### config.mk
export PLATFORM = sky130hd
export DESIGN_NAME = rsa_modexp_ctrl
export DESIGN_NICKNAME = d
export VERILOG_FILES = /design/src/rtl/rsa_modexp_ctrl.sv
export SDC_FILE = /design/constraint.sdc
export NUM_CORES = 1
export LEC_CHECK = 0
export CORE_MARGIN = 1
export CORE_UTILIZATION = 56
export CTS_CLUSTER_SIZE = 28
export DETAILED_ROUTE_END_ITERATION = 8
export PLACE_DENSITY = 0.79
export SLEW_MARGIN = 20
export SYNTH_ARGS = -nofsm -noshare
export SYNTH_HDL_FRONTEND = slang
export SYNTH_SLANG_ARGS = --single-unit
### constraint.sdc
create_clock -name clk -period 5.44 [get_ports clk]
set_clock_uncertainty 0.2 [all_clocks]
set_input_delay 0.816 -clock clk [delete_from_list [all_inputs] [get_ports clk]]
set_output_delay 0.816 -clock clk [all_outputs]
set_load 0.02 [all_outputs]
### src/rtl/rsa_modexp_ctrl.sv
`default_nettype none
// ============================================================================
// Module      : rsa_modexp_ctrl
// Description : Control FSM for a right-to-left binary modular exponentiation
//               datapath built around a Montgomery multiplier (MMM).
//               Sequences three phases: map into the Montgomery domain, one
//               square/multiply round per exponent bit (LSB first), and remap
//               out of the domain. A start/busy/eoc handshake allows
//               back-to-back operations without a reset.
//
// Parameters  : EXP_WIDTH - exponent bits = number of MMM rounds (>= 1)
//               MMM_STEPS - clock cycles per multiplier pass (>= 2)
//
// Ports       : clk      in   clock, rising edge
//               rstb     in   asynchronous active-low reset
//               ena      in   clock enable (all registers hold when low)
//               start    in   start request, honoured in IDLE or DONE
//               exp_e    in   exponent, captured on the accepted start
//               rst_mmm  out  active-low multiplier clear
//               ld_a     out  load multiplier operand register
//               ld_r     out  load result register
//               lock1    out  result-path update enable
//               lock2    out  square-path update enable
//               sel1     out  operand mux: 00 map, 01 round, 10 remap
//               sel2     out  second operand mux
//               busy     out  high in every state except IDLE and DONE
//               eoc      out  end of computation, high only in DONE
//
// Options     : RSA_MODEXP_EARLY_EXIT_EN - when defined, rounds stop after the
//               most significant set exponent bit (none for a zero exponent).
//
// Revision    : 1.0 - initial release
// ============================================================================
module rsa_modexp_ctrl #(
    parameter int EXP_WIDTH = 10,
    parameter int MMM_STEPS = 11
) (
    input  logic                 clk,
    input  logic                 rstb,
    input  logic                 ena,
    input  logic                 start,
    input  logic [EXP_WIDTH-1:0] exp_e,
    output logic                 rst_mmm,
    output logic                 ld_a,
    output logic                 ld_r,
    output logic                 lock1,
    output logic                 lock2,
    output logic [1:0]           sel1,
    output logic                 sel2,
    output logic                 busy,
    output logic                 eoc
);

    localparam int c_STEP_W  = (MMM_STEPS > 1) ? $clog2(MMM_STEPS) : 1;
    localparam int c_ROUND_W = $clog2(EXP_WIDTH) + 1;

    localparam logic [c_STEP_W-1:0]  c_STEP_LAST  = c_STEP_W'(MMM_STEPS - 1);
    localparam logic [c_ROUND_W-1:0] c_ROUND_LAST = c_ROUND_W'(EXP_WIDTH - 1);

    localparam logic [3:0] c_ST_IDLE       = 4'd0;
    localparam logic [3:0] c_ST_PRE_MAP    = 4'd1;
    localparam logic [3:0] c_ST_MAP        = 4'd2;
    localparam logic [3:0] c_ST_POST_MAP   = 4'd3;
    localparam logic [3:0] c_ST_PRE_MMM    = 4'd4;
    localparam logic [3:0] c_ST_MMM        = 4'd5;
    localparam logic [3:0] c_ST_POST_MMM   = 4'd6;
    localparam logic [3:0] c_ST_PRE_REMAP  = 4'd7;
    localparam logic [3:0] c_ST_REMAP      = 4'd8;
    localparam logic [3:0] c_ST_POST_REMAP = 4'd9;
    localparam logic [3:0] c_ST_DONE       = 4'd10;

    logic [3:0]           r_state;
    logic [3:0]           w_next_state;
    logic [EXP_WIDTH-1:0] r_exp;
    logic [c_STEP_W-1:0]  r_step;
    logic [c_ROUND_W-1:0] r_round;
    logic                 w_step_last;
    logic                 w_e0;

    assign w_step_last = (r_step == c_STEP_LAST);
    assign w_e0        = r_exp[0];

    // ------------------------------------------------------------------
    // Next-state logic
    // ------------------------------------------------------------------
    always_comb begin
        w_next_state = c_ST_IDLE;
        case (r_state)
            c_ST_IDLE, c_ST_DONE:
                w_next_state = start ? c_ST_PRE_MAP : r_state;
            c_ST_PRE_MAP:
                w_next_state = c_ST_MAP;
            c_ST_MAP:
                w_next_state = w_step_last ? c_ST_POST_MAP : c_ST_MAP;
            c_ST_POST_MAP: begin
`ifdef RSA_MODEXP_EARLY_EXIT_EN
                // A zero exponent needs no rounds: the mapped one is the result.
                w_next_state = (r_exp == '0) ? c_ST_PRE_REMAP : c_ST_PRE_MMM;
`else
                w_next_state = c_ST_PRE_MMM;
`endif
            end
            c_ST_PRE_MMM:
                w_next_state = c_ST_MMM;
            c_ST_MMM:
                w_next_state = w_step_last ? c_ST_POST_MMM : c_ST_MMM;
            c_ST_POST_MMM: begin
                // r_round still holds the index of the round just finished.
`ifdef RSA_MODEXP_EARLY_EXIT_EN
                if ((r_round == c_ROUND_LAST) || ((r_exp >> 1) == '0))
`else
                if (r_round == c_ROUND_LAST)
`endif
                    w_next_state = c_ST_PRE_REMAP;
                else
                    w_next_state = c_ST_PRE_MMM;
            end
            c_ST_PRE_REMAP:
                w_next_state = c_ST_REMAP;
            c_ST_REMAP:
                w_next_state = w_step_last ? c_ST_POST_REMAP : c_ST_REMAP;
            c_ST_POST_REMAP:
                w_next_state = c_ST_DONE;
            default:
                w_next_state = c_ST_IDLE;
        endcase
    end

    // ------------------------------------------------------------------
    // State, exponent and counters
    // ------------------------------------------------------------------
    always_ff @(posedge clk or negedge rstb) begin
        if (!rstb) begin
            r_state <= c_ST_IDLE;
            r_exp   <= '0;
            r_step  <= '0;
            r_round <= '0;
        end else if (ena) begin
            r_state <= w_next_state;
            case (r_state)
                c_ST_IDLE, c_ST_DONE: begin
                    if (start) begin
                        r_exp   <= exp_e;
                        r_step  <= '0;
                        r_round <= '0;
                    end
                end
                c_ST_MAP, c_ST_MMM, c_ST_REMAP:
                    r_step <= r_step + 1'b1;
                c_ST_POST_MAP, c_ST_POST_REMAP:
                    r_step <= '0;
                c_ST_POST_MMM: begin
                    // Next round works on the next exponent bit.
                    r_step  <= '0;
                    r_exp   <= r_exp >> 1;
                    r_round <= r_round + 1'b1;
                end
                default: begin
                    r_step <= r_step;
                end
            endcase
        end
    end

    // ------------------------------------------------------------------
    // Output decode (pure function of the current state)
    // ------------------------------------------------------------------
    always_comb begin
        rst_mmm = 1'b0;
        ld_a    = 1'b0;
        ld_r    = 1'b0;
        lock1   = 1'b0;
        lock2   = 1'b0;
        sel1    = 2'b00;
        sel2    = 1'b0;
        busy    = 1'b0;
        eoc     = 1'b0;
        case (r_state)
            c_ST_PRE_MAP, c_ST_MAP: begin
                rst_mmm = 1'b1; ld_a = 1'b1; lock1 = 1'b1; lock2 = 1'b1;
                busy    = 1'b1;
            end
            c_ST_POST_MAP: begin
                rst_mmm = 1'b1; ld_r = 1'b1; lock1 = 1'b1; lock2 = 1'b1;
                busy    = 1'b1;
            end
            c_ST_PRE_MMM, c_ST_MMM, c_ST_POST_MMM: begin
                // Multiply into the result only when the current bit is set.
                rst_mmm = 1'b1;
                ld_a    = (r_state == c_ST_PRE_MMM);
                ld_r    = (r_state == c_ST_POST_MMM);
                lock1   = w_e0;
                lock2   = 1'b1;
                sel1    = 2'b01;
                sel2    = 1'b1;
                busy    = 1'b1;
            end
            c_ST_PRE_REMAP, c_ST_REMAP, c_ST_POST_REMAP: begin
                rst_mmm = 1'b1;
                ld_a    = (r_state == c_ST_PRE_REMAP);
                ld_r    = (r_state == c_ST_POST_REMAP);
                lock1   = 1'b1;
                sel1    = 2'b10;
                sel2    = 1'b1;
                busy    = 1'b1;
            end
            c_ST_DONE: begin
                // ld_r stays low so the final result is held.
                rst_mmm = 1'b1; lock1 = 1'b1; sel1 = 2'b10; sel2 = 1'b1;
                eoc     = 1'b1;
            end
            default: begin
                rst_mmm = 1'b0;
            end
        endcase
    end

endmodule
`default_nettype wire

==> results by group <==
Worst setup path
  • CP required: 4420 ps
  • Setup crit end kind: primary output
  • CP Class: reg2out
  • Worst path slowest cell: dfrtp_1
  • Startpoint types: register
  • WP data arrival: 2370 ps
  • CP peak stage delay: 700 ps
  • Worst path cell trace: and2_0 > o21ai_0 > or2_2 > clkdlybuf4s50_1
  • CP Max Fanout: 16

Routing
  • Initial DRC Count: 42
  • Pre-antenna DRT Iters: 4
  • Total Routed Length: 2.95 mm
  • DRT antenna net count: 0
  • Vias per cell: 6.13
  • Routed via count: 1,281
  • WL per Instance: 14.1 um
  • # DRC: 0

Logic synthesis
  • Top-count cell post-synth: dfrtp_1
  • Syn Area/Cell: 8.93 um^2
  • Yosys cell types: 44
  • Syn_nets: 180
  • Yosys top cell area share: 39.8%
  • Flops & latches, synth: 23
  • Cells after synthesis: 162
  • Most common library cells after synthesis: dfrtp_1, o21ai_0, nand2_1, nor2_1, mux2i_1
  • Area contributors post-synth: dfrtp_1, o21ai_0, mux2i_1, nand2_1, ha_1
  • Post-synth EDFFs: 0
  • Seq/Total Area, Yosys: 39.8%
  • Synth Warn #: 0
  • Ys flop type: dfrtp_1
  • Synth Cell Area: 0.00145 mm^2
  • Leading area contributor after synthesis: dfrtp_1
  • Post-synthesis async set-or-reset flop share: 100%

Hold path
  • Worst min path class: in2async

Final layout
  • Number of fillers in the final layout: 206
  • Layout cells sized above 1: 6.70%
  • # diodes: 0
  • Area Growth Syn to Fin: 17.1%
  • Final nets: 198
  • Final Core Density: 69.0%

STA
  • Final period util: 62.3%
  • Worst hold slack: 238 ps
  • Total negative slack: 0 ps
  • Endpoints failing setup: 0
  • Final Critical Period: 3390 ps
  • Slew headroom: 38.2%
  • Final hold viol count: 0
  • Max-slew violations: 0
  • RSZ-0062 raised after global routing: no
  • FMAX: 295 MHz
  • Worst-margin pin slew: 927 ps

Place
  • GP Congestion: 0.880
  • HPWL after detailed placement: 2.16 mm
  • # port buffers: 23

Status
  • Status: completed

GRT
  • Total GRT Usage: 24.4%
  • First-pass GRT wire length: 5.00 mm
  • Grt ovf: 0
  • Largest net degree at the start of global routing: 27
  • Vias in the first global route: 1,156
  • Initial antenna violation count: 0

Floorplan
  • Die Wd: 52.8 um
  • Standard-cell rows: 18
  • CORE AREA: 0.00245 mm^2
  • Die ar.: 0.00279 mm^2
  • Initial cell density of the core: 58.9%
  • Die Ht: 52.8 um
  • Total I/O pin count: 24

CTS
  • Clock sinks: 23
  • Deepest level of the CTS H-tree: 1
  • Clk_lat worst skew: 320 ps
  • Root Driver: clkbuf_4
  • Post-CTS Setup Inserts: 0
  • CTS tree: built
  • Longest Clk Path Bufs: 2
  • Post-CTS sizing: 0
  • Reg clk slew, reported paths: 130 ps
  • CTS buffer count: 3
  • Hold buffers post-CTS: 0

Flow run
  • Max-Cap Viols: 0

Pwr
  • Leakage: 0.703 nW
  • Peak supply drop: 0.447 mV
  • Power Density: 534 mW/mm^2
  • Total power draw: 0.905 mW
-- logic make-up (layout without fill, tap and decap cells) --
group / after synthesis / after routing / synth area share (%)
compound gates: 47 / 47 / 22.1
xor+xnor: 4 / 4 / 2.42
fa+ha+maj: 4 / 4 / 3.46
buf+inv: 17 / 34 / 4.93
flops: 23 / 23 / 39.8
mux: 12 / 12 / 8.48
simple gates: 55 / 55 / 18.9
-- path summary, 6_finish.rpt --
check / start / endpoint / slack (ps) / cells past startpoint
max: r_state[1] / rst_mmm / 2050 / 4
min: rstb / r_round[1] / 240 / 1
max reg2reg: r_state[3] / r_round[4] / 2820 / 4
min reg2reg: r_exp[2] / r_exp[2] / 300 / 2
max in group asynchronous: rstb / r_step[1] / 4460 / 1
min in group clk: r_exp[2] / r_exp[2] / 300 / 2
-- layer usage --
metal	up-vias	wire length (um)	GRT usage, %
met5	-	0	0
met4	0	29	7.89
met3	4	163	3.77
met2	38	1480	42.6
met1	621	1280	30.4
li1	618	-	-
-- sequential cells by signal, indices dropped and copies added, names as in the netlist --
signal / cells
r_exp: 10
r_round: 5
r_state: 4
r_step: 4
-- cell type report --
class / instances / area, um^2 / area share (%)
sequential: 23 / 576 / 34.0
tap: 30 / 37.5 / 2.22
clock inverter: 1 / 7.51 / 0.443
inverter: 7 / 26.3 / 1.55
clock buffer: 3 / 22.5 / 1.33
multi-input combinational: 122 / 800 / 47.2
timing repair buffer: 23 / 225 / 13.3
-- power breakdown --
part	internal, mW	leakage (nW)	switching [mW]
sequential	0.232	0.301	0.0912
combinational	0.232	0.388	0.266
clock	0.0281	0.0139	0.0554
-- placed cells by master, fill, tap and decap left out, types with 2 or more instances in the layout --
master           netlist  layout
mux2_2                 2       2
nand2b_1               2       2
or3_1                  2       2
nor2b_1                4       4
clkdlybuf4s50_1        0      22
a21oi_1                4       4
nand3b_1               2       2
nor3_1                 2       2
dfrtp_1               23      23
inv_1                  7       7
o22ai_1                2       2
nand3_1                3       3
nand2_1               19      19
clkbuf_4               0       3
a22o_1                 2       2
a222oi_1               2       2
o21ai_0               21      21
o41ai_1                2       2
mux2i_1               10      10
ha_1                   4       4
nor2_1                13      13
o21a_1                 2       2
xnor2_1                3       3
-- worst max-delay path, delay by kind of cell (launching register included) --
family                 cells  cell delay (ps)
and+or+nand+nor            2              680
AOI/OAI and AO/OA          1              150
buffers and inverters      1              530
DFF                        1              700
-- metrics by stage --
step	instances	setup WS, ps	area, um^2
floorplan	162	2740	1450
global placement	205	2380	1670
detailed placement	205	2300	1670
CTS	209	2050	1700
global route	209	1930	1690
finish	209	2050	1690
No activity file was read; power rests on OpenSTA's default activity.
